### src/rtl/io_mmio_ctrl.sv
// Memory-mapped LED/HEX/KEY/SW/IRQEN/CYCLES block; reads are combinational, writes land on the next edge.
// No backpressure: every access completes in the cycle it is presented.
module io_mmio_ctrl #(
  parameter int N_LEDS          = 10,
  parameter int N_SW            = 10,
  parameter int N_KEYS          = 4,
  parameter int N_HEX           = 6,
  parameter int DEBOUNCE_CYCLES = 4
) (
  input  logic                 clk,
  input  logic                 reset,
  input  logic                 sel,
  input  logic                 we,
  input  logic [31:0]          addr,
  input  logic [31:0]          wdata,
  input  logic [3:0]           wmask,
  output logic [31:0]          rdata,
  input  logic [N_SW-1:0]      sw,
  input  logic [N_KEYS-1:0]    key,
  output logic [N_LEDS-1:0]    ledr,
  output logic [7*N_HEX-1:0]   hex,
  output logic                 irq
);

  localparam int CW = $clog2(DEBOUNCE_CYCLES + 1);
  localparam logic [CW-1:0] DB_MAX = CW'(DEBOUNCE_CYCLES);

  function automatic logic [31:0] merge(input logic [31:0] old_v, input logic [31:0] new_v,
                                        input logic [31:0] m);
    return (old_v & ~m) | (new_v & m);
  endfunction

  function automatic logic [6:0] seg7(input logic [3:0] v);
    case (v)
      4'h0: return 7'h40;  4'h1: return 7'h79;  4'h2: return 7'h24;  4'h3: return 7'h30;
      4'h4: return 7'h19;  4'h5: return 7'h12;  4'h6: return 7'h02;  4'h7: return 7'h78;
      4'h8: return 7'h00;  4'h9: return 7'h10;  4'hA: return 7'h08;  4'hB: return 7'h03;
      4'hC: return 7'h46;  4'hD: return 7'h21;  4'hE: return 7'h06;  default: return 7'h0E;
    endcase
  endfunction

  logic [N_LEDS-1:0]          ledr_q, ledr_d;
  logic [4*N_HEX-1:0]         dig_q, dig_d;
  logic [N_KEYS-1:0]          irqen_q, irqen_d;
  logic [31:0]                cyc_q, cyc_d;
  logic [N_KEYS-1:0]          key_s1_q, key_s2_q;
  logic [N_SW-1:0]            sw_s1_q, sw_s2_q;
  logic [N_KEYS-1:0]          lvl_q, lvl_d;
  logic [N_KEYS-1:0][CW-1:0]  cnt_q, cnt_d;
  logic [N_KEYS-1:0]          cap_q, cap_d;
  logic                       irq_q, irq_d;

  logic [5:0]        a_sel, hit;
  logic              wr;
  logic [31:0]       bmask;
  logic [N_KEYS-1:0] clr;
  logic [31:0]       led_x, dig_x, key_x, sw_x, irqen_x;
  logic              unused_addr;

  assign unused_addr = ^{addr[31:8], addr[1:0]};

  // Isolate the lowest set select bit so overlapping selects resolve to one register.
  assign a_sel = addr[7:2];
  assign hit   = a_sel & (~a_sel + 6'd1);
  assign wr    = sel & we;
  assign bmask = {{8{wmask[3]}}, {8{wmask[2]}}, {8{wmask[1]}}, {8{wmask[0]}}};

  always_comb begin
    led_x   = '0;
    dig_x   = '0;
    key_x   = '0;
    sw_x    = '0;
    irqen_x = '0;
    led_x[N_LEDS-1:0]   = ledr_q;
    dig_x[4*N_HEX-1:0]  = dig_q;
    key_x[N_KEYS-1:0]   = lvl_q;
    key_x[16 +: N_KEYS] = cap_q;
    sw_x[N_SW-1:0]      = sw_s2_q;
    irqen_x[N_KEYS-1:0] = irqen_q;
  end

  always_comb begin
    ledr_d  = ledr_q;
    dig_d   = dig_q;
    irqen_d = irqen_q;
    clr     = '0;
    if (wr && hit[0]) ledr_d  = N_LEDS'(merge(led_x, wdata, bmask));
    if (wr && hit[1]) dig_d   = (4*N_HEX)'(merge(dig_x, wdata, bmask));
    if (wr && hit[2]) clr     = N_KEYS'((wdata & bmask) >> 16);
    if (wr && hit[4]) irqen_d = N_KEYS'(merge(irqen_x, wdata, bmask));
    cyc_d = (wr && hit[5]) ? merge(cyc_q, wdata, bmask) : cyc_q + 32'd1;

    // Key samples are active-low; the counter must see DEBOUNCE_CYCLES+1 disagreeing samples to flip.
    lvl_d = lvl_q;
    cnt_d = cnt_q;
    for (int i = 0; i < N_KEYS; i++) begin
      if (~key_s2_q[i] != lvl_q[i]) begin
        if (cnt_q[i] == DB_MAX) begin
          lvl_d[i] = ~key_s2_q[i];
          cnt_d[i] = '0;
        end else begin
          cnt_d[i] = cnt_q[i] + 1'b1;
        end
      end else begin
        cnt_d[i] = '0;
      end
    end

    cap_d = (cap_q & ~clr) | (lvl_d & ~lvl_q);
    irq_d = |(cap_q & irqen_q);
  end

  always_ff @(posedge clk or negedge reset) begin
    if (!reset) begin
      ledr_q   <= '0;
      dig_q    <= '0;
      irqen_q  <= '0;
      cyc_q    <= '0;
      key_s1_q <= '1;
      key_s2_q <= '1;
      sw_s1_q  <= '0;
      sw_s2_q  <= '0;
      lvl_q    <= '0;
      cnt_q    <= '0;
      cap_q    <= '0;
      irq_q    <= 1'b0;
    end else begin
      ledr_q   <= ledr_d;
      dig_q    <= dig_d;
      irqen_q  <= irqen_d;
      cyc_q    <= cyc_d;
      key_s1_q <= key;
      key_s2_q <= key_s1_q;
      sw_s1_q  <= sw;
      sw_s2_q  <= sw_s1_q;
      lvl_q    <= lvl_d;
      cnt_q    <= cnt_d;
      cap_q    <= cap_d;
      irq_q    <= irq_d;
    end
  end

  always_comb begin
    rdata = '0;
    if (sel) begin
      if (hit[0])      rdata = led_x;
      else if (hit[1]) rdata = dig_x;
      else if (hit[2]) rdata = key_x;
      else if (hit[3]) rdata = sw_x;
      else if (hit[4]) rdata = irqen_x;
      else if (hit[5]) rdata = cyc_q;
    end
  end

  always_comb begin
    hex = '0;
    for (int d = 0; d < N_HEX; d++) hex[7*d +: 7] = seg7(dig_q[4*d +: 4]);
  end

  assign ledr = ledr_q;
  assign irq  = irq_q;

endmodule
### config.mk
export PLATFORM = sky130hd
export DESIGN_NAME = io_mmio_ctrl
export DESIGN_NICKNAME = d
export VERILOG_FILES = /design/src/rtl/io_mmio_ctrl.sv
export SDC_FILE = /design/constraint.sdc
export NUM_CORES = 1
export LEC_CHECK = 0
export CORE_ASPECT_RATIO = 0.9
export CORE_MARGIN = 2
export CORE_UTILIZATION = 55
export DETAILED_ROUTE_END_ITERATION = 12
export PLACE_DENSITY = 0.87
export SLEW_MARGIN = 25
export SYNTH_ARGS = -nofsm -noshare
export SYNTH_HDL_FRONTEND = slang
export SYNTH_SLANG_ARGS = --single-unit
export TNS_END_PERCENT = 30
### constraint.sdc
create_clock -name clk -period 3.4 [get_ports clk]
set_clock_uncertainty 0.2 [all_clocks]
set_input_delay 0.51 -clock clk [delete_from_list [all_inputs] [get_ports clk]]
set_output_delay 0.51 -clock clk [all_outputs]
set_load 0.02 [all_outputs]
==> run_results.csv <==
group,metric,value,unit
sta,worst_pin_slew,0.7604,ns
placed_design,gp_congestion,0.9308,
clock_network,cts_buffer_depth,2,
drt,wl,20360,um
logic_synthesis,ys_top_cells_by_count,"111 x dfrtp_1, 86 x nand2_1, 56 x nor2_1",
clock_network,htree_levels,4,
critical_path,critical_path_arrival,2.62,ns
power_and_ir_drop,power.density,644.9,mW/mm^2
clock_network,path_clk_slew,0.05,ns
hold_path,hold_path_class,"reg -> reg",
logic_synthesis,netlist.area_leader.share,38.57,%
drt,vias,6708,
critical_path,start_kind,"primary input",
global_routing,overflow,0,
critical_path,worstSetupEndpointType,"output port",
global_routing,grt_pass1_vias,6343,
drt,dr.max_layer_used,"met4",
logic_synthesis,synth_simple_gate_area_share,19.74,%
global_routing,antenna_found_initial,0,
logic_synthesis,yosysWarnings,0,
logic_synthesis,synth_top_family_by_area,"simple AND/OR/NAND/NOR gates",
clock_network,clk_latency,0.42,ns
floorplanning,die_h,112.6,um
power_and_ir_drop,irDropWorstVdd,0.0005889,V
sta,fmax,300.1,MHz
logic_synthesis,synth_area_leader_cell,"dfrtp_1",
logic_synthesis,synth-edff-count,0,
logic_synthesis,yosys-top-cells-area,"dfrtp_1 39%, ha_1 7.8%, nand2_1 4.5%, mux2_2 3.6%, o21ai_0 3.4%",
logic_synthesis,ys_types,75,
logic_synthesis,async_flop_share,100.0,%
clock_network,root_buffer,"clkbuf_16",
placed_design,io_buffer_count,144,
drt,route.met2.wl,9597,um
sta,drv_slew,0,
sta,finalHoldViolCount,0,
clock_network,cts_buffers,17,
logic_synthesis,synthCells,762,
outcome,status,"completed",
drt,ant_nets,0,
power_and_ir_drop,power,6085,uW
global_routing,grt_pass1_wl,32660,um
global_routing,grt_start_max_net_pins,63,
floorplanning,rows,39,
clock_network,cts_tree,"yes",
floorplanning,start_util,56.55,%
placed_design,dpl.hpwl,14430,um
floorplanning,core,0.01274,mm^2
run,cap_violations,0,
logic_synthesis,synthMuxAreaShare,7.245,%
logic_synthesis,syn_avg_cell_area,9.451,um^2
critical_path,worstPathMaxFanout,9,
drt,drc,0,
sta,relSlewSlack,49.31,%
logic_synthesis,synth-compound-area-share,18.36,%
logic_synthesis,ys_seq_area_share,41.49,%
logic_synthesis,synth_nets,893,
logic_synthesis,synthXorXnorAreaFrac,0.4864,%
drt,wl_met1,8273,um
logic_synthesis,ys_ff_latch,119,
power_and_ir_drop,leakage,0.004234,uW
final_layout,final_nets,1032,
logic_synthesis,ys.flop_type,"dfrtp_1",
floorplanning,die_x,124.6,um
logic_synthesis,synthAdderAreaFrac,7.818,%
final_layout,diodes,0,
placed_design,dpl-instance-area,0.008821,mm^2
drt,drtIter0Drc,694,
final_layout,final_area,0.009437,mm^2
final_layout,drive_above_1_share,12.69,%
clock_network,cts_setup_buffers,0,
final_layout,area_delta_synth_final,31.03,%
critical_path,cp.required,2.69,ns
drt,vias_per_cell,6.223,
logic_synthesis,yosysMostFrequentCell,"dfrtp_1",
sta,fin_crit_sh,98.00,%
sta,setup_viol,0,
global_routing,grtUsageTotal,29.15,%
sta,post-route-min-period,3.332,ns
floorplanning,pin_count,171,
drt,dr_wl_met3,2001,um
floorplanning,die-area,0.01403,mm^2
drt,dr.pass1.iters,6,
drt,route.detailed.wl_per_inst,18.89,um
critical_path,crit_type,"in -> out",
logic_synthesis,netlist_area,0.007202,mm^2
clock_network,cts.sinks,119,
[power by group]
part,switching (uW),total (uW),internal (uW)
clock,686,1840,1160
combinational,1090,2090,1000
sequential,444,2150,1700
[area by class of cell]
cell class                 instances  area, um^2
clock inverter                    14       173.9
tap                              164       205.2
multi-input combinational        556        3896
sequential                       119        2988
fill                             854        3299
timing repair buffer             163        1579
clock buffer                      18       429.2
inverter                          44       165.2
[stage by stage]
step	hold slack (ns)	setup WS, ns	util (%)	std cells	setup TNS (ns)
4_1_cts	0.1489	0.005447	73.88	1078	0
5_1_grt	0.1577	-0.02011	74.09	1078	-0.02011
2_1_floorplan	0.01441	0.2675	-	762	0
3_3_place_gp	0.1313	-0.2392	69.26	1045	-3.196
6_report	0.1492	0.06791	74.09	1078	0
3_5_place_dp	0.1347	-0.2773	69.26	1045	-4.107
[critical path, cell delays in order]
cell	delay, ns
clkdlybuf4s50_1	0.46
nor4_4	0.34
and3b_1	0.23
buf_4	0.15
buf_4	0.16
and2_1	0.18
buf_12	0.14
a22o_1	0.15
clkdlybuf4s15_1	0.30
[path summary, 6_finish.rpt]
kind                       depth (start not counted)     endpoint       start  slack, ns
setup / recovery                                   9    rdata[11]     addr[2]       0.07
hold / removal                                     0   sw_s2_q[6]  sw_s1_q[6]       0.15
setup reg to reg                                   5         flop        flop       0.99
hold reg to reg                                    0   sw_s2_q[6]  sw_s1_q[6]       0.15
max in group asynchronous                          3  key_s1_q[0]       reset       1.68
min in group asynchronous                          2     cnt_q[9]       reset       0.51
[layout by cell type (no fill, tap or decap), drive strengths merged, types with 5 or more instances in the layout]
| cell | instances |
|---|---|
| a211oi | 10 |
| nor2 | 56 |
| nor2b | 16 |
| nor3b | 9 |
| a21oi | 29 |
| mux2 | 27 |
| dfstp | 8 |
| o211ai | 6 |
| a31oi | 6 |
| clkdlybuf4s15 | 5 |
| nand2b | 7 |
| buf | 19 |
| dfrtp | 111 |
| and3 | 20 |
| o21ai | 54 |
| dlygate4sd2 | 10 |
| o31ai | 6 |
| a311oi | 5 |
| nand2 | 86 |
| mux2i | 15 |
| clkdlybuf4s50 | 114 |
| clkbuf | 25 |
| nor4 | 8 |
| a221oi | 12 |
| o221a | 5 |
| ha | 45 |
| nand3 | 21 |
| and2 | 6 |
| inv | 48 |
| nand4 | 11 |
| nor3 | 16 |
| dlymetal6s2s | 7 |
| a22o | 14 |
[cells by family after synthesis]
kind of cell	count (synthesis)
simple gates	272
compound gates	190
xor+xnor	4
mux	45
buf+inv	87
fa+ha+maj	45
flops	119
[per-layer routing]
layer	GRT usage, %	vias to the layer above
met4	8.315	0
met3	7.245	64
met5	0	-
met2	47.10	370
met1	39.45	3220
li1	-	3054
[what timing repair did]
action,in CTS,in global routing
setup endpoints to repair,23,23
resized for setup,23,34
hold buffers,1,0
cloned,0,0
endpoints found under the hold margin,23,0
Note: power is estimated with default switching activity, not from simulation.
